===== src/rtl/pattern_tx_pkg.sv =====
// Shared types and constants for the pattern serializer.
package pattern_tx_pkg;

  typedef enum logic [1:0] {
    IDLE   = 2'd0,
    SHIFT  = 2'd1,
    GAP    = 2'd2,
    FINISH = 2'd3
  } state_t;

  localparam logic [3:0] MAX_LEN = 4'd8;

endpackage


===== src/rtl/flex_counter.sv =====
// 4-bit loadable down-counter; tc flags the final cycle of a phase (count == 1).
module flex_counter (
  input  logic       clk,
  input  logic       rst,
  input  logic       load,
  input  logic       en,
  input  logic [3:0] load_val,
  output logic       tc
);

  logic [3:0] count;

  always_ff @(posedge clk or posedge rst) begin
    if (rst) begin
      count <= 4'd0;
    end else if (load) begin
      count <= load_val;
    end else if (en && count != 4'd0) begin
      count <= count - 4'd1;
    end
  end

  assign tc = (count == 4'd1);

endmodule


===== src/rtl/pattern_tx.sv =====
// Serializes an 8-bit pattern MSB first with optional repetition and zero gaps.
// The repetition-count port is named repeats because repeat is a reserved word.
module pattern_tx
  import pattern_tx_pkg::*;
(
  input  logic       clk,
  input  logic       rst,
  input  logic       start,
  input  logic [7:0] pattern,
  input  logic [3:0] length,
  input  logic [3:0] repeats,
  input  logic [3:0] gap,
  input  logic       abort,
  output logic       o,
  output logic       o_valid,
  output logic       busy,
  output logic       done,
  output logic       err
);

  state_t     st, st_n;
  logic [7:0] pat_r, sreg, sreg_n;
  logic [3:0] len_r, gap_r, rep_r, rep_n;
  logic       o_n, valid_n, done_n, err_n, cap;
  logic       cnt_load, cnt_en, cnt_tc;
  logic [3:0] cnt_val;

  flex_counter u_cnt (
    .clk      (clk),
    .rst      (rst),
    .load     (cnt_load),
    .en       (cnt_en),
    .load_val (cnt_val),
    .tc       (cnt_tc)
  );

  // rep_r counts remaining repetitions; 0 means continuous and is never decremented.
  always_comb begin
    st_n     = st;
    sreg_n   = sreg;
    rep_n    = rep_r;
    o_n      = 1'b0;
    valid_n  = 1'b0;
    done_n   = 1'b0;
    err_n    = 1'b0;
    cap      = 1'b0;
    cnt_load = 1'b0;
    cnt_en   = 1'b0;
    cnt_val  = len_r;
    case (st)
      IDLE: begin
        if (start && !abort) begin
          if (length != 4'd0 && length <= MAX_LEN) begin
            cap      = 1'b1;
            st_n     = SHIFT;
            cnt_load = 1'b1;
            cnt_val  = length;
            rep_n    = repeats;
            sreg_n   = {pattern[6:0], 1'b0};
            o_n      = pattern[7];
            valid_n  = 1'b1;
          end else begin
            err_n = 1'b1;
          end
        end
      end
      SHIFT: begin
        if (!cnt_tc) begin
          cnt_en  = 1'b1;
          o_n     = sreg[7];
          valid_n = 1'b1;
          sreg_n  = {sreg[6:0], 1'b0};
        end else if (rep_r == 4'd1) begin
          st_n   = FINISH;
          done_n = 1'b1;
        end else begin
          if (rep_r != 4'd0) rep_n = rep_r - 4'd1;
          cnt_load = 1'b1;
          if (gap_r != 4'd0) begin
            st_n    = GAP;
            cnt_val = gap_r;
          end else begin
            o_n     = pat_r[7];
            valid_n = 1'b1;
            sreg_n  = {pat_r[6:0], 1'b0};
          end
        end
      end
      GAP: begin
        if (!cnt_tc) begin
          cnt_en = 1'b1;
        end else begin
          st_n     = SHIFT;
          cnt_load = 1'b1;
          o_n      = pat_r[7];
          valid_n  = 1'b1;
          sreg_n   = {pat_r[6:0], 1'b0};
        end
      end
      FINISH:  st_n = IDLE;
      default: st_n = IDLE;
    endcase
    if (abort && st != IDLE) begin
      st_n     = IDLE;
      o_n      = 1'b0;
      valid_n  = 1'b0;
      done_n   = 1'b0;
      cnt_load = 1'b0;
      cnt_en   = 1'b0;
    end
  end

  always_ff @(posedge clk or posedge rst) begin
    if (rst) begin
      st      <= IDLE;
      sreg    <= 8'd0;
      pat_r   <= 8'd0;
      len_r   <= 4'd0;
      gap_r   <= 4'd0;
      rep_r   <= 4'd0;
      o       <= 1'b0;
      o_valid <= 1'b0;
      busy    <= 1'b0;
      done    <= 1'b0;
      err     <= 1'b0;
    end else begin
      st      <= st_n;
      sreg    <= sreg_n;
      rep_r   <= rep_n;
      o       <= o_n;
      o_valid <= valid_n;
      busy    <= (st_n != IDLE);
      done    <= done_n;
      err     <= err_n;
      if (cap) begin
        pat_r <= pattern;
        len_r <= length;
        gap_r <= gap;
      end
    end
  end

endmodule


===== config.mk =====
export PLATFORM = sky130hd
export DESIGN_NAME = pattern_tx
export DESIGN_NICKNAME = d
export VERILOG_FILES = /design/src/rtl/pattern_tx_pkg.sv /design/src/rtl/flex_counter.sv /design/src/rtl/pattern_tx.sv
export SDC_FILE = /design/constraint.sdc
export NUM_CORES = 1
export LEC_CHECK = 0
export CORE_MARGIN = 10
export CORE_UTILIZATION = 35
export CTS_BUF_LIST = sky130_fd_sc_hd__clkbuf_16
export DETAILED_ROUTE_END_ITERATION = 10
export GPL_TIMING_DRIVEN = 1
export PLACE_DENSITY = 0.61
export SLEW_MARGIN = 20
export SYNTH_ARGS = -nofsm -noshare
export SYNTH_HDL_FRONTEND = slang
export SYNTH_SLANG_ARGS = --single-unit

===== constraint.sdc =====
create_clock -name clk -period 4.75 [get_ports clk]
set_input_delay 0.475 -clock clk [delete_from_list [all_inputs] [get_ports clk]]
set_output_delay 0.475 -clock clk [all_outputs]
set_load 0.02 [all_outputs]

* Word level (Yosys, flattened, before mapping) *
Index checks and enable logic that the tools add are counted.

cells by class
  add/subtract/negate cells = 2
  multiply operators = 0
  div/mod/pow operators = 0
  order comparisons = 1
  equality and inequality tests = 13
  shifts and indexed selects = 0
  multiplexer cells = 60
  bitwise operators = 0
  reductions and logical operators = 18

operators with widths
  cell                   count
  $mux W4                12
  $mux W8                6
  $mux W1                28
  $pmux W8 S3            1
  $pmux W4 S2            2
  $reduce_bool A4 Y1     4
  $mux W2                7
  $ne A2 B2 Y1 const B   6
  $reduce_and A6 Y1      2
  $pmux W1 S3            3
  $eq A4 B1 Y1 const B   2
  $pmux W2 S4            1
  $reduce_bool A2 Y1     4
  $sub A4 B1 Y4 const B  2
  $ne A3 B3 Y1 const B   2
  $eq A2 B2 Y1 const B   2
  $le A4 B4 Y1 const B   1
  $logic_and A1 B1 Y1    4
  $reduce_bool A3 Y1     1
  $eq A2 B1 Y1 const B   1
  $logic_not A2 Y1       1
  $reduce_or A2 Y1       1
  $logic_not A1 Y1       1

word-level totals
  register bits = 39
  bits in latches = 0
  RAM bits = 0
  bits in read-only memories = 0
  input port bits = 24
  output and inout port bits = 5
  logic and storage cells = 106
  memories = 0

* Logic depth before layout (Yosys ltp) *
  word-level depth = 7
  gate-level depth with buffers = 9
  mapped depth without buffers = 7

* By module *
From an unflattened synthesis, not the netlist that was laid out.

unflattened totals
  cell total of the unflattened synthesis = 223
  area, all modules = 2230.9 um2

by module, submodules not included
  module        instances  cells each  area each (um2)  seq. area each (um2)
  pattern_tx    1          193         1944.4           850.8
  flex_counter  1          30          286.5            100.1

* Worst setup path after synthesis *
OpenSTA, ideal clock, no wires.

  path type = register to register
  start point = reg st[0]
  end point = reg rep_r[3]
  library setup time = 71 ps
  data arrival time = 1829 ps
  data required time = 4679 ps
  path slack = 2850 ps
  stages on the path, launching flop included = 8
  path buffers = 0
  clock period less this slack = 1900 ps
  path through = dfrtp_1 inv_1 ha_1 nand3b_2 nor3_4 nor2_1 or4_1 nand4_1

between the ends
  longest elaborated chain between the ends = 3
  elaborated cells between the ends (all ways) = 10
  classes of those cells = 6 x eq/ne; 1 x mux; 3 x reduce/logical

ends and longest elaborated chain
  item                                                          line               source
  start, declared                                               pattern_tx.sv:21   state_t st, st_n;
  start signal, assigned                                        pattern_tx.sv:127  st <= st_n;
  $eq A2 B1 Y1 or $logic_not A2 Y1 (tied branches)              pattern_tx.sv:50   case (st)
  $ne A2 B2 Y1 (no line) or $reduce_bool A2 Y1 (tied branches)  -
  $reduce_and A6 Y1 (no line)                                   -
  end signal, assigned                                          pattern_tx.sv:129  rep_r <= rep_n;
  end, declared                                                 pattern_tx.sv:23   logic [3:0] len_r, gap_r, rep_r, rep_n;

Several ways; a longest one is shown, not always the timed one.
A chain may end at the register's enable or synchronous reset.

* Worst setup path in the final report *
Same ends and word-level chain as after synthesis.

==> impl_metrics.py <==
metrics = {
    "setup_path": {
        "crit_buf_inv": 1,
        "crit_type": "flip-flop to flip-flop",
        "worstPathArrival_ps": 3050,
        "slowest_stage": "nor3_4",
        "startpoint_type": "flip-flop",
        "cp_slowest_stage_delay_ps": 670,
        "critical_path.endpoint_type": "flip-flop",
        "reg2reg_slack_ps": 1910,
        "path_cells": "inv_1 -> ha_1 -> nand3b_2 -> nor3_4 -> nor2_1 -> or4_1 -> nand4_1",
        "critPathRequiredTime_ps": 4960,
        "cp_top_family": "simple AND/OR/NAND/NOR gates",
        "worstPathMaxFanout": 16,
    },
    "timing": {
        "tightest_slew_ps": 886,
        "worst_clock_skew_ps": 6.80,
        "period_share_pct": 59.7,
        "relSlewSlack_pct": 40.9,
        "drv_slew": 0,
        "setup_tns_ps": 0,
        "layout_setup_ws_ps": 1910,
        "setup_viol": 0,
        "rsz0062_at_grt": "false",
        "hold_viol_final": 0,
        "final.min_clock_period_ps": 2840,
        "fmax_ghz": 0.353,
    },
    "drt": {
        "ant_nets": 0,
        "drt-initial-drc-count": 168,
        "vias_per_cell": 5.44,
        "routed_wl_um": 5400,
        "vias": 1937,
        "drc": 0,
        "first_pass_iters": 4,
        "wl_per_cell_um": 15.2,
    },
    "finish": {
        "fillers": 586,
        "antenna_cells": 0,
        "num-nets-final": 313,
        "multi_input_area_um2": 1170,
        "drive_gt1_share_pct": 5.69,
        "regArea_um2": 951,
        "synthToLayoutAreaGrowth_pct": 20.8,
    },
    "clocking": {
        "worstSkewPairLatency_ps": 280,
        "cts-root-buf": "clkbuf_16",
        "cts_buffers": 5,
        "cts_setup_buffers": 0,
        "cts_max_level": 2,
        "clkTransAtPathRegs_ps": 60,
        "clkSinkCount": 38,
        "cts_resized": 0,
        "cts_tree": "done",
        "clk_path_buf_depth": 2,
        "hold_buffers": 0,
    },
    "power": {
        "switching_power_uw": 582,
        "clock_power_share_pct": 21.5,
        "swShare_pct": 39.2,
        "p_int_uw": 903,
        "ir_drop_mv": 0.251,
        "pwr-share-seq_pct": 39.0,
        "combPwrFrac_pct": 39.5,
        "power_density_nw_per_um2": 554,
        "p_leak_uw": 0.00118,
    },
    "floorplanning": {
        "placementRows": 28,
        "dieArea_um2": 9940,
        "die_h_um": 99.7,
        "die_w_um": 99.7,
        "start_util_pct": 36.9,
        "fp.coreArea_um2": 6030,
        "io_pins": 29,
    },
    "global_routing": {
        "grt-ovfl-total": 0,
        "met1_usage_pct": 13.7,
        "grt_pass1_wl_um": 9060,
        "grtUsageMet2_pct": 17.3,
        "use_met3_pct": 3.32,
        "track_usage_pct": 11.1,
        "grt-busiest-layer": "met2",
        "grt_max_degree": 39,
        "grt_pass1_vias": 1857,
        "antenna_found_initial": 0,
    },
    "yosys": {
        "synth_area_um2": 2220,
        "ys_seq_elements": 38,
        "syn_nets": 292,
        "yosysMostFrequentCell": "nand2_1",
        "ys.flop_type": "dfrtp_1",
        "synth_cells": 259,
        "yosys-top-cells-area": "dfrtp_1 43%, nand2_1 9.8%, ha_1 5.1%, nor2_1 3.4%, nand3_1 2.9%",
        "netlist.area_leader.share_pct": 42.8,
        "yosysTopAreaCell": "dfrtp_1",
        "synth.distinct_cells": 44,
        "postSynth.asyncResetShare_pct": 100,
        "yosysSeqAreaShare_pct": 42.8,
        "synth_warnings": 0,
        "synth-edff-count": 0,
        "synthTopCellsByCount": "58 x nand2_1, 38 x dfrtp_1, 20 x nor2_1",
        "synth_area_per_cell_um2": 8.58,
    },
    "run_status": {
        "status": "complete, no violations",
    },
    "place": {
        "place_hpwl_um": 3730,
        "portBuffers": 28,
        "routabilityCongestion": 0.817,
        "preCtsSetupSlack_ps": 1700,
    },
    "flow_run": {
        "cap_violations": 0,
    },
    "hold_path": {
        "hold_path_class": "flip-flop to flip-flop",
    },
}
[layer usage]
layer,vias up,part of all wire (%)
met5,-,0
met4,0,1.7
li1,954,-
met2,56,46
met3,9,6.2
met1,918,46
[power by group through the flow]
stage | clock network (uW) | logic (uW) | registers [uW]
floorplan | 0 | 438 | 565
global placement | 0 | 576 | 583
detailed placement | 0 | 584 | 582
CTS | 330 | 590 | 579
global route | 343 | 663 | 600
finish | 319 | 586 | 580
[worst paths after layout]
kind / endpoint / cells after the start / start
max: rep_r[3] / 7 / st[0]
min: pat_r[7] / 2 / pat_r[7]
max reg2reg: rep_r[3] / 7 / st[0]
min reg2reg: pat_r[7] / 2 / pat_r[7]
max in group asynchronous: rep_r[0] / 3 / rst
min in group asynchronous: pat_r[0] / 3 / rst
[through the flow]
stage / area (um^2) / instances / utilization [%] / hold slack [ps] / power, uW
global placement: 2540 / 348 / 42.2 / 461 / 1160
floorplan: 2220 / 259 / - / 445 / 1000
detailed placement: 2540 / 348 / 42.2 / 464 / 1170
global route: 2680 / 356 / 44.5 / 498 / 1610
finish: 2680 / 356 / 44.5 / 476 / 1490
CTS: 2680 / 356 / 44.5 / 480 / 1500
[placed cells by master (no fill, tap or decap), drive strengths merged, types with 2 or more instances in the layout]
cell type / netlist / routed
a211oi: 3 / 3
a21o: 4 / 4
a21oi: 9 / 9
a221o: 4 / 4
a22oi: 3 / 3
a31oi: 5 / 5
a32oi: 2 / 2
clkbuf: 10 / 5
clkdlybuf4s50: 0 / 28
clkinv: 0 / 2
dfrtp: 38 / 38
ha: 9 / 9
inv: 10 / 10
mux2i: 5 / 5
nand2: 58 / 58
nand2b: 2 / 2
nand3: 13 / 13
nand4: 5 / 5
nor2: 20 / 20
nor2b: 4 / 4
nor3: 4 / 4
nor3b: 5 / 5
nor4: 2 / 2
o21ai: 17 / 17
o22a: 3 / 3
o31a: 2 / 2
or3b: 2 / 2
or4: 2 / 2
xnor2: 2 / 2
[worst reg2reg max path: stages (launching register included)]
cell,delay [ps]
dfrtp_1,430
inv_1,110
ha_1,350
nand3b_2,220
nor3_4,670
nor2_1,370
or4_1,540
nand4_1,80
[kinds of logic (layout without fill, tap and decap cells)]
kind of cell | after synthesis | in the layout | share of synthesized area [%]
AO/OA/AOI/OAI | 59 | 59 | 18.5
XOR/XNOR | 2 | 2 | 0.788
adder cells (fa/ha/maj) | 9 | 9 | 5.07
buffers and inverters | 25 | 47 | 4.45
flip-flops | 38 | 38 | 42.8
multiplexers | 5 | 5 | 2.25
AND/OR/NAND/NOR | 121 | 121 | 26.2
[state kept, by name (all words and copies together) (netlist names)]
| register | cells |
|---|---|
| o | 1 |
| st | 2 |
| u_cnt.count | 4 |
| len_r | 4 |
| pat_r | 8 |
| o_valid | 1 |
| rep_r | 4 |
| sreg | 7 |
| busy | 1 |
| gap_r | 4 |
| done | 1 |
| err | 1 |
[layout make-up]
cell class | count | share of cell area [%]
Inverter | 10 | 1.40
Sequential cell | 38 | 35.4
Clock buffer | 5 | 4.66
Timing Repair Buffer | 29 | 10.7
Clock inverter | 3 | 0.606
Multi-Input combinational cell | 196 | 43.7
Tap cell | 75 | 3.50
Note: power is estimated with default switching activity, not from simulation.
